File: src/rtl/mmio_port_pkg.sv
// Shared constants for mmio_port_responder: register offsets, STATUS/CTRL bit positions, entry width.
// Build option MMIO_PORT_TIMESTAMP_EN selects 32-bit {timestamp, PortIn} FIFO entries.
package mmio_port_pkg;

  localparam logic [4:0] OFF_PORT_OUT = 5'h00;
  localparam logic [4:0] OFF_PORT_IN  = 5'h04;
  localparam logic [4:0] OFF_STATUS   = 5'h08;
  localparam logic [4:0] OFF_FIFO     = 5'h0C;
  localparam logic [4:0] OFF_CTRL     = 5'h10;

  localparam int ST_EMPTY_BIT   = 0;
  localparam int ST_FULL_BIT    = 1;
  localparam int ST_OVF_BIT     = 2;
  localparam int ST_COUNT_LSB   = 3;

  localparam int CTRL_CAPEN_BIT = 0;
  localparam int CTRL_IRQEN_BIT = 1;
  localparam int CTRL_CLEAR_BIT = 2;

`ifdef MMIO_PORT_TIMESTAMP_EN
  localparam int ENTRY_W = 32;
`else
  localparam int ENTRY_W = 8;
`endif

  // Field order matches the ST_* bit positions above
  function automatic logic [31:0] status_word(input logic empty, input logic full,
                                              input logic ovf, input logic [4:0] count);
    status_word = {24'd0, count, ovf, full, empty};
  endfunction

endpackage

File: src/rtl/mmio_port_responder_if.sv
// Data-memory side bus between the core's load/store path and mmio_port_responder.
interface mmio_port_responder_if;
  logic        MemWrite;
  logic        MemRead;
  logic [31:0] Address;
  logic [31:0] WriteData;
  logic [31:0] ReadData;
  logic        Hit;

  modport master (output MemWrite, MemRead, Address, WriteData, input ReadData, Hit);
  modport slave  (input MemWrite, MemRead, Address, WriteData, output ReadData, Hit);
endinterface

File: src/rtl/port_capture_fifo.sv
// Small circular FIFO: synchronous push, combinational head, clear has priority over push/pop.
module port_capture_fifo #(
  parameter int WIDTH = 8,
  parameter int DEPTH = 4,
  localparam int AW = $clog2(DEPTH),
  localparam int CW = $clog2(DEPTH + 1)
) (
  input  logic             clk,
  input  logic             reset,
  input  logic             push_i,
  input  logic             pop_i,
  input  logic             clear_i,
  input  logic [WIDTH-1:0] data_i,
  output logic             empty_o,
  output logic             full_o,
  output logic [CW-1:0]    count_o,
  output logic [WIDTH-1:0] head_o
);
  logic [WIDTH-1:0] mem_q [DEPTH];
  logic [AW-1:0]    wr_ptr_q, wr_ptr_d, rd_ptr_q, rd_ptr_d;
  logic [CW-1:0]    count_q, count_d;
  logic             do_push_s, do_pop_s;

  assign empty_o = (count_q == CW'(0));
  assign full_o  = (count_q == CW'(DEPTH));
  assign count_o = count_q;
  assign head_o  = mem_q[rd_ptr_q];

  // A push into a full FIFO is accepted only when a pop frees a slot the same cycle
  always_comb begin
    do_pop_s  = pop_i && !empty_o;
    do_push_s = push_i && (!full_o || do_pop_s);
    wr_ptr_d  = wr_ptr_q;
    rd_ptr_d  = rd_ptr_q;
    count_d   = count_q;
    if (clear_i) begin
      wr_ptr_d = '0;
      rd_ptr_d = '0;
      count_d  = '0;
    end else begin
      if (do_push_s) wr_ptr_d = wr_ptr_q + AW'(1);
      else           wr_ptr_d = wr_ptr_q;
      if (do_pop_s)  rd_ptr_d = rd_ptr_q + AW'(1);
      else           rd_ptr_d = rd_ptr_q;
      case ({do_push_s, do_pop_s})
        2'b10:   count_d = count_q + CW'(1);
        2'b01:   count_d = count_q - CW'(1);
        default: count_d = count_q;
      endcase
    end
  end

  always_ff @(posedge clk or negedge reset) begin
    if (!reset) begin
      wr_ptr_q <= '0;
      rd_ptr_q <= '0;
      count_q  <= '0;
      for (int i = 0; i < DEPTH; i++) mem_q[i] <= '0;
    end else begin
      wr_ptr_q <= wr_ptr_d;
      rd_ptr_q <= rd_ptr_d;
      count_q  <= count_d;
      if (do_push_s && !clear_i) mem_q[wr_ptr_q] <= data_i;
    end
  end

endmodule

File: src/rtl/mmio_port_responder.sv
// MMIO window beside DataMemory: PortOut register, synchronized PortIn, change-capture FIFO.
// Build option MMIO_PORT_TIMESTAMP_EN tags each captured entry with a 24-bit cycle count.
module mmio_port_responder
  import mmio_port_pkg::*;
#(
  parameter logic [31:0] BASE_ADDR   = 32'h1001_0000,
  parameter int          FIFO_DEPTH  = 4,
  parameter int          SYNC_STAGES = 2
) (
  input  logic                 clk,
  input  logic                 reset,
  mmio_port_responder_if.slave bus,
  input  logic [7:0]           PortIn,
  output logic [31:0]          PortOut,
  output logic                 IrqPending
);
  localparam int CW = $clog2(FIFO_DEPTH + 1);

  logic [31:0]        off_s;
  logic               hit_s;
  logic [2:0]         word_s;
  logic               unused_addr_s;
  logic               wr_en_s, rd_en_s, ctrl_wr_s, clear_s, push_s, pop_s;
  logic [7:0]         sync_q [SYNC_STAGES];
  logic [7:0]         sync_out_s, prev_q;
  logic [31:0]        port_out_q, port_out_d;
  logic [1:0]         ctrl_q, ctrl_d;
  logic               ovf_q, ovf_d;
  logic               empty_s, full_s;
  logic [CW-1:0]      count_s;
  logic [ENTRY_W-1:0] push_data_s, head_s;
  logic [31:0]        rdata_s;

  // Unsigned offset covers both window bounds; byte-lane bits are ignored
  assign off_s         = bus.Address - BASE_ADDR;
  assign hit_s         = (off_s[31:5] == 27'd0);
  assign word_s        = off_s[4:2];
  assign unused_addr_s = ^off_s[1:0];
  assign sync_out_s    = sync_q[SYNC_STAGES-1];

  assign bus.Hit      = hit_s;
  assign bus.ReadData = rdata_s;
  assign PortOut      = port_out_q;
  assign IrqPending   = !empty_s && ctrl_q[CTRL_IRQEN_BIT];

  always_ff @(posedge clk or negedge reset) begin
    if (!reset) begin
      for (int i = 0; i < SYNC_STAGES; i++) sync_q[i] <= 8'd0;
      prev_q <= 8'd0;
    end else begin
      sync_q[0] <= PortIn;
      for (int i = 1; i < SYNC_STAGES; i++) sync_q[i] <= sync_q[i-1];
      prev_q <= sync_out_s;
    end
  end

`ifdef MMIO_PORT_TIMESTAMP_EN
  logic [23:0] ts_q;

  // Free-running cycle counter; its pre-edge value tags the entry pushed on that edge
  always_ff @(posedge clk or negedge reset) begin
    if (!reset) ts_q <= 24'd0;
    else        ts_q <= ts_q + 24'd1;
  end

  assign push_data_s = {ts_q, sync_out_s};
`else
  assign push_data_s = sync_out_s;
`endif

  always_comb begin
    wr_en_s    = bus.MemWrite && hit_s;
    rd_en_s    = bus.MemRead && hit_s;
    ctrl_wr_s  = wr_en_s && (word_s == OFF_CTRL[4:2]);
    clear_s    = ctrl_wr_s && bus.WriteData[CTRL_CLEAR_BIT];
    pop_s      = rd_en_s && (word_s == OFF_FIFO[4:2]) && !empty_s;
    push_s     = (sync_out_s != prev_q) && ctrl_q[CTRL_CAPEN_BIT];
    port_out_d = port_out_q;
    ctrl_d     = ctrl_q;
    ovf_d      = ovf_q;
    if (wr_en_s && (word_s == OFF_PORT_OUT[4:2])) port_out_d = bus.WriteData;
    else                                          port_out_d = port_out_q;
    if (ctrl_wr_s) ctrl_d = bus.WriteData[1:0];
    else           ctrl_d = ctrl_q;
    // A pop in the same cycle makes room, so only an unrelieved full push overflows
    if (clear_s)                            ovf_d = 1'b0;
    else if (push_s && full_s && !pop_s)    ovf_d = 1'b1;
    else                                    ovf_d = ovf_q;
  end

  always_comb begin
    rdata_s = 32'd0;
    if (hit_s) begin
      case (word_s)
        OFF_PORT_OUT[4:2]: rdata_s = port_out_q;
        OFF_PORT_IN[4:2]:  rdata_s = {24'd0, sync_out_s};
        OFF_STATUS[4:2]:   rdata_s = status_word(empty_s, full_s, ovf_q, 5'(count_s));
        OFF_FIFO[4:2]:     rdata_s = empty_s ? 32'd0 : 32'(head_s);
        OFF_CTRL[4:2]:     rdata_s = {30'd0, ctrl_q};
        default:           rdata_s = 32'd0;
      endcase
    end else begin
      rdata_s = 32'd0;
    end
  end

  always_ff @(posedge clk or negedge reset) begin
    if (!reset) begin
      port_out_q <= 32'd0;
      ctrl_q     <= 2'd0;
      ovf_q      <= 1'b0;
    end else begin
      port_out_q <= port_out_d;
      ctrl_q     <= ctrl_d;
      ovf_q      <= ovf_d;
    end
  end

  port_capture_fifo #(
    .WIDTH (ENTRY_W),
    .DEPTH (FIFO_DEPTH)
  ) u_fifo (
    .clk     (clk),
    .reset   (reset),
    .push_i  (push_s),
    .pop_i   (pop_s),
    .clear_i (clear_s),
    .data_i  (push_data_s),
    .empty_o (empty_s),
    .full_o  (full_s),
    .count_o (count_s),
    .head_o  (head_s)
  );

endmodule

File: src/flat_wrapper.sv
// flat-port wrapper written by rule: the top's interface ports become plain ports
module mmio_port_responder_flat import mmio_port_pkg::*;
#(
  parameter logic [31:0] BASE_ADDR   = 32'h1001_0000,
  parameter int          FIFO_DEPTH  = 4,
  parameter int          SYNC_STAGES = 2
)
  (clk, reset, PortIn, PortOut, IrqPending, bus_MemWrite, bus_MemRead, bus_Address, bus_WriteData, bus_ReadData, bus_Hit);
  mmio_port_responder_if bus_i ();
  input  logic clk;
  input  logic reset;
  input  logic [7:0] PortIn;
  output logic [31:0] PortOut;
  output logic IrqPending;
  input wire logic [$bits(bus_i.MemWrite)-1:0] bus_MemWrite;
  input wire logic [$bits(bus_i.MemRead)-1:0] bus_MemRead;
  input wire logic [$bits(bus_i.Address)-1:0] bus_Address;
  input wire logic [$bits(bus_i.WriteData)-1:0] bus_WriteData;
  output wire logic [$bits(bus_i.ReadData)-1:0] bus_ReadData;
  output wire logic [$bits(bus_i.Hit)-1:0] bus_Hit;
  assign bus_i.MemWrite = bus_MemWrite;
  assign bus_i.MemRead = bus_MemRead;
  assign bus_i.Address = bus_Address;
  assign bus_i.WriteData = bus_WriteData;
  assign bus_ReadData = bus_i.ReadData;
  assign bus_Hit = bus_i.Hit;
  mmio_port_responder #(.BASE_ADDR(BASE_ADDR), .FIFO_DEPTH(FIFO_DEPTH), .SYNC_STAGES(SYNC_STAGES)) u_core (.clk(clk), .reset(reset), .bus(bus_i), .PortIn(PortIn), .PortOut(PortOut), .IrqPending(IrqPending));
endmodule
File: config.mk
export PLATFORM = sky130hd
export DESIGN_NAME = mmio_port_responder_flat
export DESIGN_NICKNAME = d
export VERILOG_FILES = /design/src/rtl/mmio_port_pkg.sv /design/src/rtl/mmio_port_responder_if.sv /design/src/rtl/port_capture_fifo.sv /design/src/rtl/mmio_port_responder.sv /design/src/flat_wrapper.sv
export SDC_FILE = /design/constraint.sdc
export NUM_CORES = 1
export LEC_CHECK = 0
export ABC_AREA = 1
export CORE_MARGIN = 4
export CORE_UTILIZATION = 44
export CTS_BUF_LIST = sky130_fd_sc_hd__clkbuf_4 sky130_fd_sc_hd__clkbuf_8 sky130_fd_sc_hd__clkbuf_16
export CTS_CLUSTER_SIZE = 40
export DETAILED_ROUTE_END_ITERATION = 12
export MAX_ROUTING_LAYER = met4
export PLACE_DENSITY = 0.77
export SYNTH_ARGS = -nofsm -noshare
export SYNTH_HDL_FRONTEND = slang
export SYNTH_SLANG_ARGS = --single-unit
File: constraint.sdc
create_clock -name clk -period 2.34 [get_ports clk]
set_input_delay 0.468 -clock clk [delete_from_list [all_inputs] [get_ports clk]]
set_output_delay 0.468 -clock clk [all_outputs]
set_load 0.01 [all_outputs]
==> impl_results.md, run 1 <==
- Hold Worst Slack: 0.106 ns
- Power Dens Cells: 446 nW/µm²
- Cell Int Power: 2.77 mW
- Largest net degree at the start of global routing: 43
- R2R cell count: 14
- Worst vdd ir: 503 µV
- CP Capture Point: u_core.u_fifo.count_o[2]
- Ys Warns: 0
- Fin nets: 960
- Worst Path Arrival: 3.05 ns
- Peak Freq: 355 MHz
- Worst path depth: 19
- Sink Count: 98
- XOR/XNOR Fraction of Synth Area: 0.0121
- Slew Limit Headroom: 0.623
- Reg2reg start: u_core.push_data_s[2]
- Rows: 38
- Vias per cell: 5.26
- Mapped Cells: 654
- CTS Buf Count: 9
- Seq/Total Area, Yosys: 0.483
- Worst setup path startpoint: bus_Address[24]
- Synth Area in Simple Gates: 0.299
- Final number of setup-violating endpoints: 99
- Detailed Route Iter0 Violations: 356
- Delay-heaviest family, CP: simple AND/OR/NAND/NOR gates
- Max incr delay on CP: 0.37 ns
- Compound-Gate Fraction of Synth Area: 0.0933
- Drt first pass iters: 5
- Top Ports: 142
- Synth Net Count: 737
- H-tree level count: 3
- Core area: 11100 µm²
- Flop2flop setup slack: -0.14 ns
- Post-route setup slack: -0.475 ns
- Die H: 115 µm
- CP Max Fanout: 4
- Synthesized flop and latch total: 98
- Worst path most repeated cell: nand2_1
- Routability Congestion: 0.927
- Syn Std Cell Area: 5080 µm²
- Routed len/inst: 17.0 µm
- Worst r2r dst: u_core.u_fifo.count_o[2]
- Cell Area, Placed: 7350 µm²
- Clock Pin Slew Worst Setup and Hold Paths: 0.07 ns
- Starting Density: 0.459
- Clk Tree Root Cell: clkbuf_16
- Slew Viols, Final: 0
- Die X: 115 µm
- Clock power share: 0.427
- First-pass GRT wire length: 26.3 mm
- Status: finished with violations
- Post-route ant nets: 0
- Combinational power share: 0.104
- Worst path slowest cell: fa_2
- Synth Area in Adders: 0.0187
- Vias in the first global route: 5488
- # Max-Cap Violations: 0
- Violated checks: setup timing
- Die ar.: 13300 µm²
- Min cycle time layout: 2.82 ns
- Tot Pwr: 3.68 mW
- Cell leakage power: 3.88 nW
- Cell area after layout: 8250 µm²
- Critical path required time: 2.57 ns
- Skew final: 0.00669 ns
- Number of antenna violations at the first check in global routing: 0
- ANT cells: 0
- Worst skew pair latency: 0.35 ns
- Cell Chain, Critical Path: clkdlybuf4s15_2 -> buf_4 -> nor2_2 -> nand2_1 -> nand2_1 -> nand2_1 -> nand2_1 -> nand2_2 -> buf_6 -> nor2_4 -> nand3_4 -> a21oi_4 -> inv_4 -> ha_4 -> fa_2 -> a21oi_2 -> o21ai_2 -> xor2_1 -> nor2_1
- DRC: 0
- Type of the worst setup path: in -> reg
- CTS Buffer Depth: 2
- Psw: 0.909 mW
- Layout cell share with drive strength beyond 1: 0.299
- Final WL: 17.4 mm
- Multiplexer share of the synthesized area: 0.00197
- Switching Fraction: 0.247
- Grt ovf: 0
- HPWL after detailed placement: 11.7 mm
- Yosys cell types: 38
- IO buf count: 139
- Average size of a mapped cell: 7.77 µm²
- Vias: 5379
- Crit path buffers/inverters: 4
- Overall Global Routing Usage: 0.259
- Crit share post-route: 1.20
- Crit start category: primary input
- Clock tree from TritonCTS: done
- Crit. End Element: flip-flop
- RSZ-0062 raised after global routing: yes
- Worst hold path type: in -> async
- Final Hold Viols: 0
- Worst-margin pin slew: 0.566 ns
- Sequential share of power: 0.469
- Largest family of logic cells by synthesized area: simple AND/OR/NAND/NOR gates
- Area Growth Syn to Fin: 62.4%
[power groups by stage]
stage                     Sequential [mW]  Clock, mW  Combinational (mW)
after CTS                            1.72       1.59               0.363
final                                1.73       1.57               0.382
after global routing                 1.73       1.67               0.415
after global placement               1.76          0               0.337
after detailed placement             1.76          0               0.345
after floorplan                      1.76          0              0.0897
[worst min-delay path by stage]
stage	startpoint	endpoint	slack (ns)	cells after the start
2_1_floorplan	reset	u_core.PortOut[0]	0.17	0
3_3_place_gp	u_core.sync_q[15]	u_core.push_data_s[7]	0.33	0
3_5_place_dp	u_core.sync_q[14]	u_core.push_data_s[6]	0.33	0
4_1_cts	reset	u_core.push_data_s[2]	0.12	1
5_1_grt	reset	u_core.push_data_s[2]	0.15	1
6_report	reset	u_core.u_fifo.mem_q[18]	0.11	1
[synth_stat cells (all sizes together)]
| cell type | n | share of area |
|---|---|---|
| a41oi | 1 | 0.0017 |
| a21oi | 12 | 0.013 |
| xnor2 | 4 | 0.0069 |
| mux2i | 1 | 0.0020 |
| xor2 | 3 | 0.0052 |
| buf | 9 | 0.017 |
| nand3 | 25 | 0.030 |
| a221oi | 2 | 0.0034 |
| nor2b | 1 | 0.0012 |
| a31oi | 3 | 0.0037 |
| nor3 | 7 | 0.0069 |
| or2 | 1 | 0.0012 |
| ha | 6 | 0.015 |
| nand2 | 191 | 0.14 |
| clkbuf | 17 | 0.013 |
| nand3b | 1 | 0.0015 |
| o22ai | 10 | 0.012 |
| o21ai | 55 | 0.054 |
| nor3b | 1 | 0.0015 |
| inv | 85 | 0.063 |
| dfrtp | 98 | 0.48 |
| nor2 | 82 | 0.067 |
| fa | 1 | 0.0039 |
| nand4 | 35 | 0.047 |
| a22oi | 2 | 0.0030 |
| a22o | 1 | 0.0017 |
[state kept, by name (all words and copies together) (netlist names)]
register	cells
u_core.u_fifo.count_o	3
u_core.u_fifo.mem_q	32
u_core.push_data_s	8
u_core.PortOut	32
u_core.u_fifo.wr_ptr_q	2
u_core.ctrl_q	2
u_core.ovf_q	1
u_core.u_fifo.rd_ptr_q	2
u_core.prev_q	8
u_core.sync_q	8
[what timing repair did]
| action | 4_1_cts | 5_1_grt |
|---|---|---|
| gates cloned | 2 | 1 |
| buffers inserted | 27 | 8 |
| gates resized for setup | 265 | 40 |
| endpoints found under the setup margin | 105 | 105 |
| hold buffers | 0 | 0 |
| pin swaps | 54 | 33 |
[per-stage QoR]
| step | util | setup slack (ns) | cells | TNS [ns] |
|---|---|---|---|---|
| floorplan | - | -0.522 | 654 | -3.87 |
| global placement | 0.663 | -1.25 | 974 | -88.63 |
| detailed placement | 0.663 | -1.33 | 974 | -93.51 |
| CTS | 0.730 | -0.336 | 1015 | -10.93 |
| global route | 0.745 | -0.581 | 1022 | -33.00 |
| finish | 0.745 | -0.475 | 1022 | -21.12 |
[cell families after synthesis]
logic type                 after synthesis
AOI/OAI and AO/OA                       86
xor gates and xnor gates                 7
adders and majority gates                7
buffers and inverters                  111
DFF                                     98
muxes                                    1
and+or+nand+nor                        344
[worst reg2reg max path, stage by stage (launching register included)]
cell,delay (ns)
dfrtp_1,0.39
inv_1,0.07
or2_2,0.27
nand3_1,0.09
nor3_1,0.05
nor2_1,0.18
inv_1,0.10
a21oi_4,0.16
inv_4,0.06
ha_4,0.16
fa_2,0.37
a21oi_2,0.17
o21ai_2,0.08
xor2_1,0.16
nor2_1,0.07
[cells in the final DEF, fill, tap and decap left out, types with 4 or more instances in the layout]
master,synthesis,routed
buf_12,0,12
inv_2,4,4
dlygate4sd2_1,0,12
inv_8,0,4
a21oi_2,2,9
clkbuf_16,0,10
inv_1,81,74
clkdlybuf4s15_2,0,7
xnor2_1,4,4
nand2_1,189,176
buf_2,0,14
ha_1,6,4
clkdlybuf4s50_1,0,79
nand3_1,21,16
o22ai_1,10,10
nand4_1,33,33
nor3_1,7,6
dfrtp_1,98,98
o21ai_1,9,11
nand2_2,2,12
buf_4,0,75
nand3_2,3,5
o21ai_0,46,42
inv_4,0,5
nor2_2,4,12
nand3_4,1,4
nor2_1,76,38
buf_6,7,28
nor2_4,1,31
[routing by layer]
metal  wire length, µm  global-route usage  up-vias
met1              6850               0.300     2530
li1                  -                   -     2538
met3              1140              0.0491       65
met4               746               0.104        0
met5                 0                   -        -
met2              8640               0.443      246
[layout make-up]
class | instances | area, µm²
fill | 750 | 2830
multi-input combinational | 445 | 2650
sequential | 98 | 2450
timing repair buffer | 236 | 2270
inverter | 85 | 352
clock buffer | 9 | 225
tap | 140 | 175
clock inverter | 7 | 92.6
timing repair inverter | 2 | 32.5
Power figures use the tool's default switching activity.
==> run 2, diff against run 1 <==
Settings changed: CTS_BUF_LIST sky130_fd_sc_hd__clkbuf_4 sky130_fd_sc_hd__clkbuf_8 sky130_fd_sc_hd__clkbuf_16 to sky130_fd_sc_hd__clkbuf_16, SLEW_MARGIN set to 25.
==> results of run 2 <==
No change in the layout: final DEF, timing and power equal those of run 1.
==> run 3, diff against run 2 <==
Settings changed: PLACE_DENSITY 0.77 to 0.78.
==> run 3 against run 2 <==
Net effect: clock skew increased by 0.0019 ns; sequential share of layout area decreased by 0.28 points; first-iteration DRC count increased by 51%; critical endpoint is now bus_ReadData[3]; clock-buffer cell count unchanged; die area unchanged; via count increased by 1.4%; combinational power increased by 2%; the flow still finishes with violations (setup timing).
==> impl_results.md, run 3 (synthesis results as in run 1) <==
- Die ar.: 13300 µm² (unchanged)
- Pre-CTS setup slack: -1.23 ns (was -1.33 ns)
- Overall Global Routing Usage: 0.256 (was 0.259)
- Worst vdd ir: 566 µV (was 503 µV)
- Drt first pass iters: 6 (was 5)
- Worst path depth: 16 (was 19)
- Worst hold path type: in -> async (unchanged)
- Crit share post-route: 1.16 (was 1.20)
- Placed cells: 973 (was 974)
- Worst Path Arrival: 2.26 ns (was 3.05 ns)
- Detailed Route Iter0 Violations: 537 (was 356)
- TNS Setup: -8.46 ns (was -21.12 ns)
- Max incr delay on CP: 0.16 ns (was 0.37 ns)
- Switching Fraction: 0.241 (was 0.247)
- Worst path most repeated cell: nand2_1 (unchanged)
- R2R cell count: 14 (unchanged)
- Violated checks: setup timing (unchanged)
- Clock tree from TritonCTS: done (unchanged)
- Delay-heaviest family, CP: buffers and inverters (was simple AND/OR/NAND/NOR gates)
- Post-route setup slack: -0.385 ns (was -0.475 ns)
- Rows: 38 (unchanged)
- Final std cells w/o fill: 1024 (was 1022)
- Min cycle time layout: 2.72 ns (was 2.82 ns)
- Layout cell share with drive strength beyond 1: 0.301 (was 0.299)
- Core area: 11100 µm² (unchanged)
- Crit start category: primary input (unchanged)
- Cell Area, Placed: 7300 µm² (was 7350 µm²)
- Hold Worst Slack: 0.110 ns (was 0.106 ns)
- Slew Viols, Final: 0 (unchanged)
- CTS Buf Count: 9 (unchanged)
- Clock power share: 0.415 (was 0.427)
- Cell Int Power: 2.75 mW (was 2.77 mW)
- Crit path buffers/inverters: 6 (was 4)
- Clk Tree Root Cell: clkbuf_16 (unchanged)
- Sink Count: 98 (unchanged)
- First-pass GRT wire length: 26.1 mm (was 26.3 mm)
- Cell leakage power: 3.91 nW (was 3.88 nW)
- DRC: 0 (unchanged)
- IO buf count: 139 (unchanged)
- Worst-margin pin slew: 0.588 ns (was 0.566 ns)
- Vias: 5456 (was 5379)
- Most common cell after layout, fill and taps aside: nand2_1 (unchanged)
- Top Ports: 142 (unchanged)
- Final WL: 17.4 mm (about the same)
- Final number of setup-violating endpoints: 45 (was 99)
- Die X: 115 µm (unchanged)
- Post-route ant nets: 0 (unchanged)
- Worst skew pair latency: 0.36 ns (was 0.35 ns)
- Cell area after layout: 8330 µm² (was 8250 µm²)
- Post-layout util: 0.752 (was 0.745)
- Clock Pin Slew Worst Setup and Hold Paths: 0.07 ns (about the same)
- Routability Congestion: 0.953 (was 0.927)
- Type of the worst setup path: in -> out (was in -> reg)
- Grt ovf: 0 (unchanged)
- Routed len/inst: 17.0 µm (about the same)
- Most frequent cells in the layout: nand2_1 (177), dfrtp_1 (98), clkdlybuf4s50_1 (79) (was nand2_1 (176), dfrtp_1 (98), clkdlybuf4s50_1 (79))
- CTS Buffer Depth: 2 (unchanged)
- Skew final: 0.00857 ns (was 0.00669 ns)
- Peak Freq: 367 MHz (was 355 MHz)
- Sequential share of power: 0.477 (was 0.469)
- Cell Chain, Critical Path: buf_8 -> inv_4 -> ha_4 -> buf_4 -> nand3_1 -> nand2_1 -> nand2_1 -> inv_1 -> nand3_2 -> nor2_4 -> nand2_4 -> nor2_8 -> o21ai_4 -> buf_6 -> a41oi_2 -> buf_2 (was clkdlybuf4s15_2 -> buf_4 -> nor2_2 -> nand2_1 -> nand2_1 -> nand2_1 -> nand2_1 -> nand2_2 -> buf_6 -> nor2_4 -> nand3_4 -> a21oi_4 -> inv_4 -> ha_4 -> fa_2 -> a21oi_2 -> o21ai_2 -> xor2_1 -> nor2_1)
- ANT cells: 0 (unchanged)
- Psw: 0.874 mW (was 0.909 mW)
- Die H: 115 µm (unchanged)
- Final Hold Viols: 0 (unchanged)
- RSZ-0062 raised after global routing: yes (unchanged)
- Largest net degree at the start of global routing: 65 (was 43)
- Power Dens Cells: 435 nW/µm² (was 446 nW/µm²)
- Critical path required time: 1.87 ns (was 2.57 ns)
- # Max-Cap Violations: 0 (unchanged)
- Final-layout fill cell count: 706 (was 750)
- HPWL after detailed placement: 11.2 mm (was 11.7 mm)
- Vias in the first global route: 5502 (was 5488)
- Combinational power share: 0.108 (was 0.104)
- CP Max Fanout: 5 (was 4)
- Number of antenna violations at the first check in global routing: 0 (unchanged)
- Status: finished with violations (unchanged)
- Area Growth Syn to Fin: 63.9% (was 62.4%)
- Crit. End Element: primary output (was flip-flop)
- Starting Density: 0.459 (unchanged)
- H-tree level count: 3 (unchanged)
- Slew Limit Headroom: 0.608 (was 0.623)
- Worst path slowest cell: ha_4 (was fa_2)
- Tot Pwr: 3.62 mW (was 3.68 mW)
- Vias per cell: 5.33 (was 5.26)
- Fin nets: 962 (was 960)
## run 3: power groups by stage
stage	clock network, mW	registers [mW]	logic (mW)
floorplan	0	1.76	0.0897
CTS	1.53	1.73	0.359
global route	1.60	1.73	0.424
detailed placement	0	1.76	0.347
global placement	0	1.76	0.338
finish	1.50	1.73	0.391
## run 3: path summary, 6_finish.rpt
check	slack [ns]	start	to
hold reg to reg	0.35	u_core.sync_q[10]	u_core.push_data_s[2]
setup reg to reg	-0.12	u_core.push_data_s[0]	u_core.u_fifo.count_o[2]
hold / removal	0.11	reset	u_core.sync_q[9]
setup / recovery	-0.38	bus_Address[17]	bus_ReadData[3]
max in group asynchronous	1.60	reset	u_core.PortOut[7]
min in group clk	0.35	u_core.sync_q[10]	u_core.push_data_s[2]
## run 3: layer usage
| metal | share of wire | routed length [µm] | global-route usage |
|---|---|---|---|
| met5 | 0 | 0 | - |
| met4 | 0.018 | 317 | 0.0767 |
| met3 | 0.075 | 1310 | 0.0689 |
| met2 | 0.51 | 8950 | 0.429 |
| met1 | 0.39 | 6850 | 0.303 |
## run 3: repair_timing
| action | CTS | global route |
|---|---|---|
| pin swaps | 35 | 31 |
| cloned | 1 | 6 |
| hold buffers | 0 | 0 |
| resized for setup | 239 | 104 |
| buffers inserted | 17 | 11 |
| endpoints found under the setup margin | 107 | 73 |
## run 3: worst register-to-register path: cells and delay by family, from the launching register on
family / cells / cell delay, ns
AOI/OAI and AO/OA: 4 / 0.58
adders and majority gates: 2 / 0.55
DFF: 1 / 0.46
and+or+nand+nor: 4 / 0.41
buffers and inverters: 3 / 0.19
xor gates and xnor gates: 1 / 0.15
## run 3: final cells by class
| cell class | count | area (µm²) | area share |
|---|---|---|---|
| Sequential cell | 98 | 2450 | 0.294 |
| Timing Repair inverter | 2 | 36.3 | 0.00436 |
| Tap cell | 140 | 175 | 0.0210 |
| Clock buffer | 9 | 225 | 0.0270 |
| Inverter | 85 | 345 | 0.0415 |
| Multi-Input combinational cell | 446 | 2700 | 0.324 |
| Timing Repair Buffer | 237 | 2320 | 0.278 |
| Clock inverter | 7 | 75.1 | 0.00901 |
